## src/rtl/snax_accel_shell_pkg.sv

```systemverilog
// Shared types for the accelerator shell controller: FSM state encoding,
// status-word indices and a helper for sizing per-cycle beat counts.
// Pure declarations; no logic, no latency, no flow control.
package snax_accel_shell_pkg;

    typedef enum logic [1:0] {
        ST_IDLE  = 2'd0,
        ST_CFG   = 2'd1,
        ST_BUSY  = 2'd2,
        ST_DRAIN = 2'd3
    } state_e;

    // Read-only status word layout
    localparam int unsigned RoStatus  = 0;
    localparam int unsigned RoCycles  = 1;
    localparam int unsigned RoWrBeats = 2;
    localparam int unsigned RoRdBeats = 3;

    // Bits needed to hold any value in 0..n
    function automatic int unsigned cnt_width(input int unsigned n);
        return $clog2(n + 1);
    endfunction

endpackage

```

## src/rtl/snax_sat_counter.sv

```systemverilog
// Saturating up-counter with synchronous clear; clear wins over increment.
// Latency: count visible one cycle after the increment is presented.
// Backpressure: none; sticks at all-ones instead of wrapping.
// Ports: clk_i/rst_ni (sync active-low), clr_i, inc_i (amount to add), cnt_o.
module snax_sat_counter #(
    parameter int unsigned Width    = 32,
    parameter int unsigned IncWidth = 1
) (
    input  logic                clk_i,
    input  logic                rst_ni,
    input  logic                clr_i,
    input  logic [IncWidth-1:0] inc_i,
    output logic [Width-1:0]    cnt_o
);

    // One extra bit so an overflowing sum is detectable before clamping
    localparam int unsigned SumWidth = ((Width > IncWidth) ? Width : IncWidth) + 1;

    logic [Width-1:0]    cnt_q;
    logic [Width-1:0]    cnt_d;
    logic [SumWidth-1:0] sum;

    always_comb begin
        sum = SumWidth'(cnt_q) + SumWidth'(inc_i);
        if (clr_i) begin
            cnt_d = '0;
        end else if (sum > SumWidth'({Width{1'b1}})) begin
            cnt_d = '1;
        end else begin
            cnt_d = sum[Width-1:0];
        end
    end

    always_ff @(posedge clk_i) begin
        if (!rst_ni) begin
            cnt_q <= '0;
        end else begin
            cnt_q <= cnt_d;
        end
    end

    assign cnt_o = cnt_q;

endmodule

```

## src/rtl/snax_accel_shell_ctrl.sv

```systemverilog
// Accelerator shell controller: CSR launch -> config handshake -> busy -> drain -> done.
// Latency: cfg_valid_o one cycle after launch; done_o on the last of DrainCycles drain cycles.
// Backpressure: CSR ready only while idle; config held stable until cfg_ready_i.
// Ports: csr_reg_set_* launch handshake, csr_reg_ro_set_o status, cfg_* accelerator config,
//        acc_busy_i, rd_/wr_ valid/ready observed stream handshakes, done_o completion pulse.
module snax_accel_shell_ctrl
    import snax_accel_shell_pkg::*;
#(
    parameter int unsigned NumRd        = 14,
    parameter int unsigned NumWr        = 4,
    parameter int unsigned RegRWCount   = 8,
    parameter int unsigned RegROCount   = 4,
    parameter int unsigned RegDataWidth = 32,
    parameter int unsigned DrainCycles  = 2
) (
    input  logic                                     clk_i,
    input  logic                                     rst_ni,
    input  logic [RegRWCount-1:0][RegDataWidth-1:0]  csr_reg_set_i,
    input  logic                                     csr_reg_set_valid_i,
    output logic                                     csr_reg_set_ready_o,
    output logic [RegROCount-1:0][RegDataWidth-1:0]  csr_reg_ro_set_o,
    output logic [RegRWCount-2:0][RegDataWidth-1:0]  cfg_data_o,
    output logic                                     cfg_valid_o,
    input  logic                                     cfg_ready_i,
    input  logic                                     acc_busy_i,
    input  logic [NumRd-1:0]                         rd_valid_i,
    input  logic [NumRd-1:0]                         rd_ready_i,
    input  logic [NumWr-1:0]                         wr_valid_i,
    input  logic [NumWr-1:0]                         wr_ready_i,
    output logic                                     done_o
);

    localparam int unsigned RdPopW = cnt_width(NumRd);
    localparam int unsigned WrPopW = cnt_width(NumWr);
    localparam int unsigned DrainW = cnt_width(DrainCycles);

    state_e                                 state_q, state_d;
    logic [RegRWCount-2:0][RegDataWidth-1:0] cfg_data_q;
    logic [RegDataWidth-1:0]                exp_q;
    logic [DrainW-1:0]                      drain_cnt_q;
    logic                                   busy_first_q;

    logic                    launch;
    logic                    count_en;
    logic                    drain_last;
    logic [RdPopW-1:0]       rd_pop;
    logic [WrPopW-1:0]       wr_pop;
    logic [RegDataWidth:0]   wr_sum;
    logic [RegDataWidth-1:0] cyc_cnt, wr_cnt, rd_cnt;

    assign launch     = csr_reg_set_valid_i && (state_q == ST_IDLE);
    assign count_en   = (state_q == ST_BUSY) || (state_q == ST_DRAIN);
    assign drain_last = (drain_cnt_q == DrainW'(DrainCycles - 1));

    always_comb begin
        rd_pop = '0;
        for (int i = 0; i < NumRd; i++) begin
            rd_pop = rd_pop + RdPopW'(rd_valid_i[i] & rd_ready_i[i]);
        end
        wr_pop = '0;
        for (int i = 0; i < NumWr; i++) begin
            wr_pop = wr_pop + WrPopW'(wr_valid_i[i] & wr_ready_i[i]);
        end
    end

    // Beat total including this cycle's beats, so completion is seen the same cycle
    assign wr_sum = (RegDataWidth+1)'(wr_cnt) + (RegDataWidth+1)'(wr_pop);

    // State register and launch-time data
    always_ff @(posedge clk_i) begin
        if (!rst_ni) begin
            state_q      <= ST_IDLE;
            cfg_data_q   <= '0;
            exp_q        <= '0;
            drain_cnt_q  <= '0;
            busy_first_q <= 1'b0;
        end else begin
            state_q <= state_d;
            if (launch) begin
                cfg_data_q <= csr_reg_set_i[RegRWCount-2:0];
                exp_q      <= csr_reg_set_i[RegRWCount-1];
            end
            // Masks acc_busy_i in the first BUSY cycle: the accelerator may not
            // have raised busy yet right after accepting its config.
            busy_first_q <= (state_q == ST_CFG) && (state_d == ST_BUSY);
            drain_cnt_q  <= (state_q == ST_DRAIN) ? drain_cnt_q + DrainW'(1) : '0;
        end
    end

    // Next-state logic
    always_comb begin
        state_d = state_q;
        case (state_q)
            ST_IDLE:  if (launch) state_d = ST_CFG;
            ST_CFG:   if (cfg_ready_i) state_d = ST_BUSY;
            ST_BUSY: begin
                if (exp_q != '0) begin
                    if (wr_sum >= {1'b0, exp_q}) state_d = ST_DRAIN;
                end else if (!busy_first_q && !acc_busy_i) begin
                    state_d = ST_DRAIN;
                end
            end
            ST_DRAIN: if (drain_last) state_d = ST_IDLE;
            default:  state_d = ST_IDLE;
        endcase
    end

    // Outputs: all derived from registered state only
    always_comb begin
        csr_reg_set_ready_o = (state_q == ST_IDLE);
        cfg_valid_o         = (state_q == ST_CFG);
        done_o              = (state_q == ST_DRAIN) && drain_last;
        csr_reg_ro_set_o    = '0;
        csr_reg_ro_set_o[RoStatus]  = {{(RegDataWidth-1){1'b0}}, (state_q != ST_IDLE)};
        csr_reg_ro_set_o[RoCycles]  = cyc_cnt;
        csr_reg_ro_set_o[RoWrBeats] = wr_cnt;
        csr_reg_ro_set_o[RoRdBeats] = rd_cnt;
    end

    assign cfg_data_o = cfg_data_q;

    snax_sat_counter #(.Width(RegDataWidth), .IncWidth(1)) u_cyc_cnt (
        .clk_i  (clk_i),
        .rst_ni (rst_ni),
        .clr_i  (launch),
        .inc_i  (state_q != ST_IDLE),
        .cnt_o  (cyc_cnt)
    );

    snax_sat_counter #(.Width(RegDataWidth), .IncWidth(WrPopW)) u_wr_cnt (
        .clk_i  (clk_i),
        .rst_ni (rst_ni),
        .clr_i  (launch),
        .inc_i  (count_en ? wr_pop : '0),
        .cnt_o  (wr_cnt)
    );

    snax_sat_counter #(.Width(RegDataWidth), .IncWidth(RdPopW)) u_rd_cnt (
        .clk_i  (clk_i),
        .rst_ni (rst_ni),
        .clr_i  (launch),
        .inc_i  (count_en ? rd_pop : '0),
        .cnt_o  (rd_cnt)
    );

endmodule

```

## config.mk

```make
export PLATFORM = sky130hd
export DESIGN_NAME = snax_accel_shell_ctrl
export DESIGN_NICKNAME = d
export VERILOG_FILES = /design/src/rtl/snax_accel_shell_pkg.sv /design/src/rtl/snax_sat_counter.sv /design/src/rtl/snax_accel_shell_ctrl.sv
export SDC_FILE = /design/constraint.sdc
export NUM_CORES = 1
export LEC_CHECK = 0
export ABC_AREA = 1
export CORE_AREA = 2 2 257 259
export CTS_CLUSTER_SIZE = 14
export DETAILED_ROUTE_END_ITERATION = 10
export DIE_AREA = 0 0 259 261
export GPL_ROUTABILITY_DRIVEN = 1
export PLACE_DENSITY_LB_ADDON = 0.25
export SLEW_MARGIN = 20
export SYNTH_ARGS = -nofsm -noshare
export SYNTH_HDL_FRONTEND = slang
export SYNTH_SLANG_ARGS = --single-unit
```

## constraint.sdc

```tcl
create_clock -name clk_i -period 5.8 [get_ports clk_i]
set_input_delay 0.58 -clock clk_i [delete_from_list [all_inputs] [get_ports clk_i]]
set_output_delay 0.58 -clock clk_i [all_outputs]
set_load 0.01 [all_outputs]
```

# ---- After elaboration in Yosys (flattened, before gate mapping)
# Cells that the tools add are included.
dict set report word_totals {
  regBits 357
  latchBits 0
  ram_bits 0
  mem_bits_ro 0
  inputBits 297
  output_inout_bits 355
  wordCells 87
  n_memories 0
}
dict set report classes {
  n_addsub 21
  mul 0
  n_div 0
  order_cmp 4
  n_eq_ne 5
  shifts 0
  muxes 12
  bitwise_logic 19
  n_reduce_logical 12
}
# operator count
set op_table {}
lappend op_table {{33-bit by 32-bit > comparator with 1-bit output (second input constant)} 3}
lappend op_table {{32-bit 2-to-1 mux} 3}
lappend op_table {{32-bit by 3-bit adder with 33-bit output} 2}
lappend op_table {{4-bit by 1-bit adder with 4-bit output} 10}
lappend op_table {{32-bit by 1-bit adder with 33-bit output} 1}
lappend op_table {{32-bit by 4-bit adder with 33-bit output} 1}
lappend op_table {{33-bit by 32-bit greater-or-equal comparator with 1-bit output} 1}
lappend op_table {{32-bit nonzero test} 1}
lappend op_table {{1-bit bitwise AND} 18}
lappend op_table {{2-bit 2-to-1 mux} 6}
lappend op_table {{2-bit one-hot mux with 4 select lines} 1}
lappend op_table {{2-bit by 1-bit adder with 3-bit output} 2}
lappend op_table {{2-bit == test (second input constant)} 3}
lappend op_table {{1-bit by 1-bit adder with 2-bit output} 2}
lappend op_table {{3-bit by 1-bit adder with 4-bit output} 1}
lappend op_table {{2-bit by 1-bit == test with 1-bit output (second input constant)} 2}
lappend op_table {{1-bit logical AND} 4}
lappend op_table {{4-bit 2-to-1 mux} 1}
lappend op_table {{3-bit by 1-bit adder with 3-bit output} 1}
lappend op_table {{3-bit 2-to-1 mux} 1}
lappend op_table {{2-bit by 1-bit adder with 2-bit output (second input constant)} 1}
lappend op_table {{1-bit logical NOT} 2}
lappend op_table {{2-bit logical NOT} 1}
lappend op_table {{2-bit AND reduction} 1}
lappend op_table {{other kinds (4)} 4}

# ---- Longest topological paths before layout
dict set report logic_depth {
  ltp_word 18
  depth_mapped 31
  mapped_depth_nobuf 31
}

# ---- By module
# A second synthesis with hierarchy kept.
dict set report hier_totals {
  cells_unflattened 2449
  area_unflattened_um2 17349.1
}
# mod instances cells_per_inst area_each_um2 seq_area_each_um2
set by_module_without_submodules {}
lappend by_module_without_submodules {snax_accel_shell_ctrl 1 1529 11380.9 5225.0}
lappend by_module_without_submodules {{snax_sat_counter (u_rd_cnt)} 1 321 2069.5 640.6}
lappend by_module_without_submodules {{snax_sat_counter (u_cyc_cnt)} 1 294 1964.4 640.6}
lappend by_module_without_submodules {{snax_sat_counter (u_wr_cnt)} 1 305 1934.4 640.6}

# ---- Least setup slack after synthesis
# OpenSTA, ideal clock, no wires.
dict set report synth_timing {
  kind {input port to flip-flop}
  from {input rd_valid_i[0]}
  to {register u_rd_cnt.cnt_q[28] (netlist: u_rd_cnt.cnt_o[28])}
  setup_ps 132
  t_arrival_ps 5156
  required_ps 5668
  setup_slack_ps 512
  cell_stages 22
  path_buffers 0
  cell_sequence {nand2_1 > inv_1 > fa_1 > inv_1 > fa_1 > fa_1 > fa_1 > inv_1 > ha_1 > fa_1 > nand2_1 > fa_1 > nand3b_1 > nand2_1 > nand2_2 > nor3_4 > nand2_2 > nor2_4 > nand2_2 > nor2_1 > xnor2_1 > a21oi_1}
}
dict set report synth_between {
  elab_chain_cells 18
}
# item line_no
set synth_lines {}
lappend synth_lines {{start, declared} snax_accel_shell_ctrl.sv:26} ;# input logic [NumRd-1:0] rd_valid_i,
lappend synth_lines {{1-bit bitwise AND *} snax_accel_shell_ctrl.sv:58} ;# rd_pop = rd_pop + RdPopW'(rd_valid_i[i] & rd_ready_i[i]);
lappend synth_lines {{1-bit by 1-bit adder with 2-bit output *} snax_accel_shell_ctrl.sv:58}
lappend synth_lines {{2-bit by 1-bit adder with 3-bit output *} snax_accel_shell_ctrl.sv:58}
lappend synth_lines {{3-bit by 1-bit adder with 4-bit output *} snax_accel_shell_ctrl.sv:58}
lappend synth_lines {{4-bit by 1-bit adder with 4-bit output * (10 in series)} snax_accel_shell_ctrl.sv:58}
lappend synth_lines {{4-bit 2-to-1 mux *} snax_accel_shell_ctrl.sv:142} ;# .inc_i (count_en ? rd_pop : '0),
lappend synth_lines {{32-bit by 4-bit adder with 33-bit output *} snax_sat_counter.sv:24} ;# sum = SumWidth'(cnt_q) + SumWidth'(inc_i);
lappend synth_lines {{33-bit by 32-bit > comparator with 1-bit output} snax_sat_counter.sv:27} ;# end else if (sum > SumWidth'({Width{1'b1}})) begin
lappend synth_lines {{32-bit 2-to-1 mux *} snax_sat_counter.sv:27}
lappend synth_lines {{end signal, assigned} snax_sat_counter.sv:38} ;# cnt_q <= cnt_d;
lappend synth_lines {{end, declared} snax_sat_counter.sv:19} ;# logic [Width-1:0] cnt_q;
# Every way passes the cells marked *; elsewhere a longest branch is shown, timed or not.
# A chain may end at the register's enable or synchronous reset.

# ---- Worst setup path after layout
dict set report layout_timing {
  from {input rd_valid_i[0]}
  to {register u_rd_cnt.cnt_q[31] (netlist: u_rd_cnt.cnt_o[31])}
}
# The elaborated chain is that of the path after synthesis.

==> results.cfg <==
[clock_network]
numCtsBuffers = 42
cts_sinks = 357
tritoncts = built
htree_levels = 2
clockRootBuffer = clkbuf_16
cts.path.max_buffers = 3
clk_latency_ns = 0.58
cts_resized = 0
post_cts_buffers = 0
cts.clk_slew.worst_paths_ns = 0.06
hold_buffers = 0

[place]
dpl-instance-area_um2 = 23200
pre_cts_ws_ns = -0.216
io_buffers = 620
gp_congestion = 0.915
place_hpwl_mm = 50.2

[routing]
drtAntennaViolNets = 0
dr.first_iter.drc_count = 835
route.final.wire_length_mm = 65.3
avgViaCountPerCell = 4.40
dr.pass1.iters = 7
avgRoutedWirePerCell_um = 17.9
drt_drc_violations_left = 0
vias = 16100

[finish]
drive_above_1_share_pct = 5.23
nNetsFinal = 3096
fin_area_um2 = 24700
finish.utilization_pct = 37.9
final_common_cell = clkdlybuf4s50_1
layout_common_cells = clkdlybuf4s50_1, nor2_1, dfxtp_1
areaGrowthSynthToFinish_pct = 52.1

[sta]
rsz0062_at_grt = no
setup_violations = 0
max_slew.worst_pin.slew_ns = 1.03
fmax_mhz = 183
slew_violations = 0
final_hold_viol_count = 0
fin_crit_sh_pct = 94.3
setup_slack_ns = 0.333
fin_skew_ns = 0.0240
relSlewSlack_pct = 31.3
period_minus_slack_ns = 5.47

[worst_setup_path]
crit_cells = 23
arrival_ns = 5.98
reg2reg_from = state_q[1]
cp_top_family = adder cells
crit_path_cell_trace = clkdlybuf4s50_1 > nand2_1 > inv_1 > fa_1 > inv_1 > fa_1 > fa_1 > fa_1 > inv_1 > ha_1 > fa_1 > nand2_1 > fa_1 > nand3b_1 > nand2_1 > nand2_2 > nor3_4 > nand2_2 > nor2_4 > nand4_4 > nand3b_1 > nand2_1 > inv_1
crit_type = in -> reg
cp.required_ns = 6.31
r2r_cells = 8
worstSetupStartpoint = rd_valid_i[0]
r2r_end = u_cyc_cnt.cnt_o[21]
crit_buf_inv = 5
crit_top_cell = fa_1
crit_path_max_incr_delay_ns = 0.55
end_kind = register
reg2reg_slack_ns = 1.80
startpoint_type = input pin
critPathSlowestCell = fa_1
crit_fanout = 15
cp-endpoint = u_rd_cnt.cnt_o[31]

[floorplan]
die_width_um = 259
core_um2 = 65000
die_area_um2 = 67600
die_h_um = 261
floorplan.initialDensity_pct = 24.9
pin_count = 652
rows = 94

[synthesis]
netlist_instances = 2154
syn_area_per_cell_um2 = 7.52
ys_warn_count = 0
synth.distinct_cells = 42
yosysSeqAreaShare_pct = 44.1
ys_ff_latch = 357
netlist_area_um2 = 16200

[pwr]
power_density_nw_per_um2 = 272
p_leak_nw = 9.80
irDropWorstVdd_mv = 0.232

[global_routing]
overflow = 0
grt_pass1_vias = 15800
track_usage_pct = 18.5
grt_pass1_wl_mm = 95.6
grt_max_degree = 112
grt_antenna_before_repair = 33

[flow_run]
drv_cap = 0

[worst_hold_path]
hp-class = reg -> reg

[outcome]
outcome = finished, final reports clean
kinds of logic after synthesis:
logic type / share of synthesized area, %
simple gates: 23.2
compound gates: 12.7
flops: 44.1
buf+inv: 8.62
xor+xnor: 5.94
fa+ha+maj: 5.47
other cells: 0.0231
synthesized netlist by cell type, drive strengths merged:
| library cell | n | share of area (%) |
|---|---|---|
| nor2 | 543 | 13 |
| dfxtp | 357 | 44 |
| o21ai | 278 | 8.6 |
| nand2 | 200 | 4.7 |
| inv | 197 | 4.6 |
| a21oi | 125 | 3.9 |
| clkbuf | 82 | 1.9 |
| xor2 | 82 | 4.4 |
| buf | 55 | 2.1 |
| ha | 50 | 3.9 |
| nor3 | 49 | 2.1 |
| nand3 | 38 | 1.4 |
| nand4 | 30 | 1.3 |
| xnor2 | 28 | 1.5 |
| fa | 13 | 1.6 |
| nor4 | 13 | 0.62 |
| nand3b | 4 | 0.19 |
| or2 | 2 | 0.077 |
| a211oi | 1 | 0.046 |
| a21o | 1 | 0.046 |
| a31oi | 1 | 0.039 |
| and2 | 1 | 0.039 |
| conb | 1 | 0.023 |
| nor3b | 1 | 0.046 |
| o21a | 1 | 0.046 |
| o22ai | 1 | 0.039 |
per-layer routing:
layer	vias up	track usage, %	wire [um]
met5	-	0	0
met1	7411	21.0	25600
met2	540	31.4	31700
li1	8013	-	-
met4	0	7.53	2080
met3	108	6.82	5910
state kept, by name (all words and copies together) (netlist names):
| name | flops |
|---|---|
| exp_q | 32 |
| state_q | 2 |
| u_wr_cnt.cnt_o | 32 |
| cfg_data_o | 224 |
| busy_first_q | 1 |
| drain_cnt_q | 2 |
| u_cyc_cnt.cnt_o | 32 |
| u_rd_cnt.cnt_o | 32 |
worst register-to-register path, stage by stage, from the launching register on:
cell	delay, ns
dfxtp_1	0.46
nor2_1	0.63
nand2_4	0.57
inv_8	0.61
nor2_1	0.18
buf_4	0.23
inv_2	0.56
buf_4	0.53
a21oi_1	0.09
where the power goes:
group          leakage [nW]  internal [mW]  total [mW]  switching (mW)
registers              2.94           2.63        2.72          0.0888
clock network         0.714           1.70        2.82            1.12
logic                  6.14          0.593        1.18           0.589
total                  9.80           4.92        6.71            1.80
worst min path at each step:
| stage | start | endpoint | slack (ns) | depth (start not counted) |
|---|---|---|---|---|
| 2_1_floorplan | drain_cnt_q[0] | drain_cnt_q[0] | 0.41 | 1 |
| 3_3_place_gp | drain_cnt_q[0] | drain_cnt_q[0] | 0.42 | 1 |
| 3_5_place_dp | drain_cnt_q[0] | drain_cnt_q[0] | 0.43 | 1 |
| 4_1_cts | drain_cnt_q[0] | drain_cnt_q[0] | 0.44 | 1 |
| 5_1_grt | drain_cnt_q[0] | drain_cnt_q[0] | 0.46 | 1 |
| 6_report | drain_cnt_q[0] | drain_cnt_q[0] | 0.44 | 1 |
area by class of cell:
class / count / area (um^2)
well taps: 864 / 1080
repair buffers: 645 / 6390
multi-input cells: 1493 / 7790
clock inverters: 21 / 282
inverters: 197 / 747
fillers: 6672 / 40400
flip-flops and latches: 357 / 7150
clock buffers: 57 / 1180
diodes: 15 / 37.5
per-stage QoR:
| step | hold slack [ns] | setup TNS (ns) | cells | power, mW |
|---|---|---|---|---|
| 2_1_floorplan | 0.407 | 0 | 2184 | 3.29 |
| 6_report | 0.441 | 0 | 3649 | 6.71 |
| 5_1_grt | 0.462 | 0 | 3646 | 7.04 |
| 3_3_place_gp | 0.416 | -2.68 | 3556 | 3.94 |
| 4_1_cts | 0.437 | 0 | 3634 | 6.81 |
| 3_5_place_dp | 0.429 | -4.91 | 3556 | 3.95 |
Note: power is estimated with default switching activity, not from simulation.
